--- src/rtl/motor_pkg.sv ---
// Shared types and constants for the BLDC commutation engine: step lookup,
// brake/coast patterns and the dead-time FSM state encoding.
package motor_pkg;

    localparam logic [5:0] BRAKE_LOW = 6'b000111;
    localparam logic [5:0] COAST     = 6'b000000;

    typedef enum logic {
        RUN,
        DEAD
    } dt_state_t;

    // Gate pattern per commutation step: [5:3] high side, [2:0] low side.
    function automatic logic [5:0] step_pattern(input logic [2:0] step);
        case (step)
            3'd0:    return 6'b001010;
            3'd1:    return 6'b100010;
            3'd2:    return 6'b100001;
            3'd3:    return 6'b010001;
            3'd4:    return 6'b010100;
            3'd5:    return 6'b001100;
            default: return COAST;
        endcase
    endfunction

endpackage

--- src/rtl/deadtime_inserter.sv ---
// Delays every switch turn-on until K_DEADTIME quiet cycles have elapsed
// since the last turn-off; turn-offs always pass through immediately.
module deadtime_inserter
    import motor_pkg::*;
#(
    parameter int  K_DEADTIME = 4,
    parameter int  K_WIDTH    = 6,
    localparam int K_DTW      = (K_DEADTIME > 0) ? $clog2(K_DEADTIME + 1) : 1
) (
    input  logic               i_clk,
    input  logic               i_rst_n,
    input  logic [K_WIDTH-1:0] i_target,
    output logic [K_WIDTH-1:0] o_pattern,
    output logic               o_dead_active
);

    logic [K_WIDTH-1:0] pattern_q;

    assign o_pattern = pattern_q;

    if (K_DEADTIME == 0) begin : g_no_dead
        always_ff @(posedge i_clk or negedge i_rst_n) begin
            if (!i_rst_n) pattern_q <= '0;
            else          pattern_q <= i_target;
        end
        assign o_dead_active = 1'b0;
    end else begin : g_dead
        localparam logic [K_DTW-1:0] RELOAD = K_DTW'(K_DEADTIME - 1);

        dt_state_t          state_q;
        logic [K_DTW-1:0]   cnt_q;
        logic [K_WIDTH-1:0] rising;
        logic [K_WIDTH-1:0] falling;

        assign rising  = i_target & ~pattern_q;
        assign falling = pattern_q & ~i_target;

        // NOTE: sequential state uses non-blocking assignments so every
        // register samples the pre-edge values of its neighbours.
        always_ff @(posedge i_clk or negedge i_rst_n) begin
            if (!i_rst_n) begin
                state_q   <= RUN;
                cnt_q     <= '0;
                pattern_q <= '0;
            end else begin
                case (state_q)
                    RUN: begin
                        if (rising == '0) begin
                            pattern_q <= i_target;
                        end else begin
                            pattern_q <= pattern_q & i_target;
                            cnt_q     <= RELOAD;
                            state_q   <= DEAD;
                        end
                    end
                    DEAD: begin
                        // A fresh turn-off restarts the quiet window.
                        pattern_q <= pattern_q & i_target;
                        if (falling != '0) begin
                            cnt_q <= RELOAD;
                        end else if (cnt_q == '0) begin
                            pattern_q <= i_target;
                            state_q   <= RUN;
                        end else begin
                            cnt_q <= cnt_q - 1'b1;
                        end
                    end
                    default: state_q <= RUN;
                endcase
            end
        end

        assign o_dead_active = (state_q == DEAD);
    end

endmodule

--- src/rtl/commutation_engine.sv ---
// 3-phase BLDC commutation generator: 6-step x N-substep sequencer,
// substep-based power chopping, brake/coast override and dead-time insertion.
module commutation_engine
    import motor_pkg::*;
#(
    parameter int  K_NSUBSTEPS = 10,
    parameter int  K_DEADTIME  = 4,
    localparam int K_SW        = $clog2(K_NSUBSTEPS + 1)
) (
    input  logic            i_clk,
    input  logic            i_rst_n,
    input  logic            i_enable,
    input  logic            i_step_trigger,
    input  logic            i_dir,
    input  logic            i_force_trigger,
    input  logic [2:0]      i_force_step,
    input  logic [K_SW-1:0] i_force_substep,
    input  logic            i_brake,
    input  logic            i_brake_mode,
    input  logic            i_bypass_power,
    input  logic            i_cmd_on_lsb,
    input  logic [K_SW-1:0] i_power,
    output logic [5:0]      o_pattern,
    output logic [2:0]      o_step,
    output logic [K_SW-1:0] o_substep,
    output logic            o_step_pulse,
    output logic            o_dead_active
);

    localparam logic [K_SW-1:0] LAST_SUB = K_SW'(K_NSUBSTEPS - 1);

    logic [2:0]      step_q, step_d;
    logic [K_SW-1:0] substep_q, substep_d;
    logic            pulse_q, pulse_d;
    logic [K_SW-1:0] cmp;
    logic            gate;
    logic [5:0]      mask;
    logic [5:0]      target;

    // NOTE: every always_comb output gets a default first so no path can
    // leave it unassigned and infer a latch.
    always_comb begin
        step_d    = step_q;
        substep_d = substep_q;
        pulse_d   = 1'b0;
        if (i_force_trigger) begin
            step_d    = (i_force_step > 3'd5) ? 3'd0 : i_force_step;
            substep_d = (i_force_substep > LAST_SUB) ? LAST_SUB : i_force_substep;
        end else if (i_enable && i_step_trigger) begin
            if (!i_dir) begin
                if (substep_q == LAST_SUB) begin
                    substep_d = '0;
                    step_d    = (step_q == 3'd5) ? 3'd0 : step_q + 3'd1;
                    pulse_d   = 1'b1;
                end else begin
                    substep_d = substep_q + 1'b1;
                end
            end else begin
                if (substep_q == '0) begin
                    substep_d = LAST_SUB;
                    step_d    = (step_q == 3'd0) ? 3'd5 : step_q - 3'd1;
                    pulse_d   = 1'b1;
                end else begin
                    substep_d = substep_q - 1'b1;
                end
            end
        end
    end

    always_ff @(posedge i_clk or negedge i_rst_n) begin
        if (!i_rst_n) begin
            step_q    <= '0;
            substep_q <= '0;
            pulse_q   <= 1'b0;
        end else begin
            step_q    <= step_d;
            substep_q <= substep_d;
            pulse_q   <= pulse_d;
        end
    end

    // Chopping low side counts the substep down so the on-window sits at the step's end.
    assign cmp    = i_cmd_on_lsb ? (LAST_SUB - substep_q) : substep_q;
    assign gate   = i_bypass_power | (i_power > cmp);
    assign mask   = i_cmd_on_lsb ? {3'b111, {3{gate}}} : {{3{gate}}, 3'b111};
    assign target = !i_enable ? COAST
                  : i_brake   ? (i_brake_mode ? COAST : BRAKE_LOW)
                  : step_pattern(step_q) & mask;

    deadtime_inserter #(
        .K_DEADTIME (K_DEADTIME),
        .K_WIDTH    (6)
    ) u_deadtime (
        .i_clk         (i_clk),
        .i_rst_n       (i_rst_n),
        .i_target      (target),
        .o_pattern     (o_pattern),
        .o_dead_active (o_dead_active)
    );

    assign o_step       = step_q;
    assign o_substep    = substep_q;
    assign o_step_pulse = pulse_q;

endmodule

--- config.mk ---
export PLATFORM = sky130hd
export DESIGN_NAME = commutation_engine
export DESIGN_NICKNAME = d
export VERILOG_FILES = /design/src/rtl/motor_pkg.sv /design/src/rtl/deadtime_inserter.sv /design/src/rtl/commutation_engine.sv
export SDC_FILE = /design/constraint.sdc
export NUM_CORES = 1
export LEC_CHECK = 0
export CAP_MARGIN = 15
export CORE_MARGIN = 8
export CORE_UTILIZATION = 35
export CTS_BUF_LIST = sky130_fd_sc_hd__clkbuf_2 sky130_fd_sc_hd__clkbuf_4 sky130_fd_sc_hd__clkbuf_8
export CTS_CLUSTER_SIZE = 30
export DETAILED_ROUTE_END_ITERATION = 8
export PLACE_DENSITY = 0.59
export SETUP_SLACK_MARGIN = 0.2
export SYNTH_ARGS = -nofsm -noshare
export SYNTH_HDL_FRONTEND = slang
export SYNTH_HIERARCHICAL = 1
export SYNTH_SLANG_ARGS = --single-unit
export TNS_END_PERCENT = 5
--- constraint.sdc ---
create_clock -name i_clk -period 7.25 [get_ports i_clk]
set_input_delay 1.0875 -clock i_clk [delete_from_list [all_inputs] [get_ports i_clk]]
set_output_delay 1.0875 -clock i_clk [all_outputs]
set_load 0.05 [all_outputs]
* Yosys cells after proc, flatten, opt, wreduce, memory -nomap -nowiden
Index checks and enable logic that the tools add are counted.
** Word-level totals
- Logic and storage cells :: 79
- Register bits after elaboration :: 18
** Operators by class
- Order comparisons :: 3
- Muxes and demuxes :: 37
- Equal/unequal tests :: 9
- Reductions and logical operators :: 10
- Bitwise logic cells :: 8
- Add/sub/neg operators :: 6
** Operators by type and width (number)
- two-way mux 3 bit :: 12
- two-way mux 6 bit :: 6
- case mux 6 bit (6 select lines) :: 1
- two-way mux 4 bit :: 7
- bitwise AND 6 bit :: 4
- NOT 6 bit :: 2
- case mux 6 bit (2 select lines) :: 1
- two-way mux 1 bit :: 8
- equality test 3 x 2 -> 1 bit (second input constant) :: 2
- equality test 3 bit (second input constant) :: 2
- logical NOT 3 bit :: 2
- logical NOT 6 bit :: 1
- case mux 3 bit (2 select lines) :: 1
- nonzero test 6 bit :: 1
- subtractor 3 x 1 -> 3 bit (second input constant) :: 2
- adder 4 x 1 -> 4 bit (second input constant) :: 1
- equality test 4 bit (second input constant) :: 1
- greater-than comparator 4 bit :: 1
- greater-than comparator 4 bit (second input constant) :: 1
- logical NOT 4 bit :: 1
- subtractor 4 x 1 -> 4 bit (second input constant) :: 1
- subtractor 4 bit (first input constant) :: 1
- adder 3 x 1 -> 3 bit (second input constant) :: 1
- equality test 3 x 1 -> 1 bit (second input constant) :: 1
- other kinds (12) :: 12

* Logic depth before layout (Yosys ltp)
- Depth in word-level cells :: 13
- Gate-level depth with buffers :: 14

* Cells and area by module
Netlist, hierarchy kept.
** By module, submodules not included
- commutation_engine :: sequential area each 200.2 um2, times used 1, area each 1018.5 um2, cells an instance 127
- deadtime_inserter :: sequential area each 250.2 um2, times used 1, area each 545.5 um2, cells an instance 47

* Worst setup path after synthesis
No wires, ideal clock.
- Kind :: register to register
- From :: register substep_q[1], in the netlist o_substep[1]
- To :: register u_deadtime.g_dead.cnt_q[0]
- Clock period less this slack :: 3.641 ns
- Setup time :: 0.125 ns
- Slack :: 3.609 ns
- Data required time :: 7.125 ns
- Arrival time :: 3.515 ns
- Stages on the path, launching flop included :: 15
- Buffers on the path :: 0
- Path through :: dfrtp_1 inv_1 ha_1 nand2_1 xor2_1 ha_1 and4_1 a21oi_1 o21ai_1 o31ai_1 nand2b_2 o2111ai_4 nor4_4 or2b_4 mux2_4
** Between the ends
- Longest elaborated chain between the ends :: 13
** RTL lines
- start, declared :: line commutation_engine.sv:33 : logic [K_SW-1:0] substep_q, substep_d;
- start signal, assigned :: line commutation_engine.sv:77 : substep_q <= substep_d;
- subtractor 4 bit :: line commutation_engine.sv:83 : assign cmp = i_cmd_on_lsb ? (LAST_SUB - substep_q) : substep_q;
- two-way mux 4 bit * :: line commutation_engine.sv:83
- greater-than comparator 4 bit * :: line commutation_engine.sv:84 : assign gate = i_bypass_power | (i_power > cmp);
- OR 1 bit * :: line commutation_engine.sv:84
- two-way mux 6 bit * :: line commutation_engine.sv:85 : assign mask = i_cmd_on_lsb ? {3'b111, {3{gate}}} : {{3{gate}}, 3'b111};
- bitwise AND 6 bit * :: line commutation_engine.sv:88 : : step_pattern(step_q) & mask;
- two-way mux 6 bit * :: line commutation_engine.sv:87 : : i_brake ? (i_brake_mode ? COAST : BRAKE_LOW)
- two-way mux 6 bit * :: line commutation_engine.sv:86 : assign target = !i_enable ? COAST
- net target[1] :: line commutation_engine.sv:38 : logic [5:0] target;
- NOT 6 bit :: line deadtime_inserter.sv:36 : assign falling = pattern_q & ~i_target;
- bitwise AND 6 bit :: line deadtime_inserter.sv:36
- nonzero test 6 bit :: line deadtime_inserter.sv:59 : if (falling != '0) begin
- two-way mux 3 bit or != test 3 bit (tied branches)
- case mux 3 bit (2 select lines) or AND reduction 2 bit (tied branches)
- end signal, assigned :: line deadtime_inserter.sv:65 : cnt_q <= cnt_q - 1'b1;
- end, declared :: line deadtime_inserter.sv:31 : logic [K_DTW-1:0] cnt_q;
The timed path passes the listed nets; every way through them passes the cells marked *.
A chain may end at the register's enable or synchronous reset.

* Worst setup path after layout
- From :: input i_cmd_on_lsb
- To :: register u_deadtime.g_dead.cnt_q[1]
** Between the ends
- Longest elaborated chain between the ends :: 12
** RTL lines
- start, declared :: line commutation_engine.sv:21 : input logic i_cmd_on_lsb,
- two-way mux 4 bit :: line commutation_engine.sv:83
- greater-than comparator 4 bit :: line commutation_engine.sv:84
- OR 1 bit :: line commutation_engine.sv:84
- two-way mux 6 bit * :: line commutation_engine.sv:85
- bitwise AND 6 bit * :: line commutation_engine.sv:88
- two-way mux 6 bit * :: line commutation_engine.sv:87
- two-way mux 6 bit * :: line commutation_engine.sv:86
- net target[1] :: line commutation_engine.sv:38
- NOT 6 bit :: line deadtime_inserter.sv:36
- bitwise AND 6 bit :: line deadtime_inserter.sv:36
- nonzero test 6 bit :: line deadtime_inserter.sv:59
- two-way mux 3 bit or != test 3 bit (tied branches)
- case mux 3 bit (2 select lines) or AND reduction 2 bit (tied branches)
Marked as above.

==> results.yml <==
run_status:
  status: "complete, no violations"
sta:
  fin_tns_setup_ps: 0
  grt_setup_unrepaired: "false"
  fin_skew_ps: 1.72
  hold_ws_ps: 513
  tightestPinTransition_ps: 816
  finalHoldViolCount: 0
  post-route-min-period_ps: 4270
  final-setup-viol-count: 0
  fmax_ghz: 0.234
  post-route-period-util_pct: 58.9
  relSlewSlack_pct: 45.4
  slew_violations: 0
clocking:
  numCtsBuffers: 3
  postCtsSetupRepairBufs: 0
  cts_sinks: 18
  hold_buffers: 0
  cts-root-buf: "clkbuf_8"
  clk_pin_slew_ps: 60
  htree_levels: 1
  clock_latency_ps: 250
  cts_tree: "built"
  clk_path_buf_depth: 2
  cts-resized-gates: 0
setup_path:
  crit_path_max_fanout: 7
  worstPathRequired_ps: 7390
  slowest_delay_ps: 580
  crit_chain: "clkdlybuf4s50_1 > nand2_1 > xor2_1 > ha_1 > and4_1 > a21oi_1 > o21ai_1 > o31ai_1 > nand2b_2 > o2111ai_4 > nor4_4 > or2b_4 > mux2_4"
  cpMaxStageDelayCell: "clkdlybuf4s50_1"
  crit_type: "input port to register"
  endpoint_kind: "register"
  start_kind: "input port"
  arrival_ps: 4410
die:
  start_util_pct: 36.2
  die_w_um: 82.8
  boundaryPins: 36
  core_sq_mm: 0.00432
  die_area_sq_mm: 0.00686
  die_h_um: 82.8
  rows: 24
power_and_ir_drop:
  pwr-share-comb_pct: 51.8
  p_sw_mw: 0.181
  p_leak_nw: 0.806
  power_density_mw_per_mm2: 226
  netSwitchingFraction_pct: 40.8
  seqPwrFrac_pct: 32.6
  power_frac_clock_pct: 15.6
  vdd_drop_max_v: 0.0000683
  p_int_mw: 0.262
global_route:
  overflow: 0
  grt_first_pass_wirelength_um: 6710
  grt_start_max_net_pins: 23
  track_usage_pct: 11.3
  antenna_found_initial: 0
  grt_pass1_vias: 1494
flow_run:
  max-cap-violations: 0
logic_synthesis:
  ys_seq_area_share_pct: 28.8
  yosys_warnings: 6
  yosys-top-cells-area: "dfrtp_1 (29%), ha_1 (9.6%), o21a_1 (3.8%)"
  syn_area_sq_mm: 0.00156
  yosysTopAreaCellShare_pct: 28.8
  avgSynthCellArea_sq_um: 8.99
  synth_ff_type: "dfrtp_1"
  ys_seq_elements: 18
  yosysTopAreaCell: "dfrtp_1"
  ys_types: 55
  syn_inst: 174
  synth_edf_count: 0
  synth_fp_nets: 207
  async_reset_ff_share_pct: 100
finish:
  final_cell_mix: "clkdlybuf4s50_1 (35), dfrtp_1 (18), nor2_1 (12), ha_1 (12)"
  syn_to_final_growth_pct: 25.5
  layout_commonest_cell: "clkdlybuf4s50_1"
  nNetsFinal: 239
  multi_input_area_sq_mm: 0.00100
  drive_gt1_share_pct: 8.82
  antenna_cells: 0
  seq_area_sq_um: 450
  design_area_sq_mm: 0.00196
  nFillCells: 430
placement:
  place.gp.congestion: 0.767
  placed_area_sq_mm: 0.00192
  port_buffers: 35
  dpl.hpwl_um: 3050
hold_path:
  hold_class: "register to register"
drt:
  wl_per_cell_um: 15.2
  postRouteAntennaNets: 0
  wl_um: 3900
  drtIter0Drc: 55
  drc: 0
  vias: 1389
  dr.pass1.iters: 4
  via_per_inst: 5.43
[power groups by stage]
stage	combinational, mW	sequential, mW	clock [mW]
6_report	0.230	0.144	0.0690
5_1_grt	0.255	0.148	0.0756
4_1_cts	0.231	0.144	0.0743
3_5_place_dp	0.231	0.146	0
3_3_place_gp	0.227	0.145	0
2_1_floorplan	0.146	0.169	0
[cell usage after synthesis, drive strengths merged (2+ instances only)]
master / count
nand3b: 2
o21a: 8
nor2: 12
dfrtp: 18
a21oi: 12
a22oi: 2
nand2b: 11
o21ai: 11
nor3: 4
inv: 14
and2: 3
nand2: 11
nand3: 2
ha: 12
xnor2: 2
xor2: 4
buf: 7
mux2: 2
o31ai: 3
nor2b: 7
[metal layers]
metal	GRT usage [%]	share of wire (%)
met3	2.44	5.1
met5	0	0
met1	12.6	43
met4	3.35	0.98
met2	20.6	50
[final cells by class]
cell class                      instances  share of cell area (%)
Clock buffer                            3                    2.10
Inverter                               14                    2.68
Sequential cell                        18                    22.9
Tap cell                               52                    3.31
Multi-Input combinational cell        134                    51.1
Timing Repair Buffer                   35                    17.8
[per-stage QoR]
step,utilization (%),setup WS [ps],power [mW],cells
after CTS,45.4,2980,0.450,256
after detailed placement,44.4,2710,0.377,253
final,45.4,2980,0.443,256
after global placement,44.4,2930,0.372,253
after global routing,45.4,2760,0.479,256
after floorplan,-,3610,0.315,174
[worst max-delay path: cells and delay by family]
family / cells / cell delay (ps)
simple gates: 5 / 1210
compound gates: 4 / 740
buf+inv: 1 / 580
fa+ha+maj: 1 / 330
mux: 1 / 290
xor+xnor: 1 / 170
[cells by family (layout without fill, tap and decap cells)]
logic type	count (synthesis)	after routing	synth area share [%]
AOI/OAI and AO/OA	51	51	24.8
xor gates and xnor gates	6	6	3.36
adders and majority gates	12	12	9.60
buffers and inverters	22	52	7.04
DFF	18	18	28.8
muxes	3	3	2.56
and+or+nand+nor	62	62	23.8
[path summary, 6_finish.rpt]
kind / end / cells after the start / slack (ps) / startpoint
worst max-delay path: u_deadtime/g_dead.cnt_q[1] / 13 / 2980 / i_cmd_on_lsb
worst min-delay path: u_deadtime/g_dead.cnt_q[1] / 1 / 510 / u_deadtime/g_dead.cnt_q[1]
worst max register to register: u_deadtime/g_dead.cnt_q[1] / 14 / 3400 / o_substep[1]
worst min register to register: u_deadtime/g_dead.cnt_q[1] / 1 / 510 / u_deadtime/g_dead.cnt_q[1]
max in group asynchronous: u_deadtime/o_dead_active / 1 / 5440 / i_rst_n
min in group asynchronous: u_deadtime/o_pattern[3] / 1 / 1310 / i_rst_n
[registers in the layout, indices dropped and copies added, names as in the netlist]
register	flops
u_deadtime/o_pattern	6
o_substep	4
o_step	3
u_deadtime/g_dead.cnt_q	3
o_step_pulse	1
u_deadtime/o_dead_active	1
Note: power is estimated with default switching activity, not from simulation.
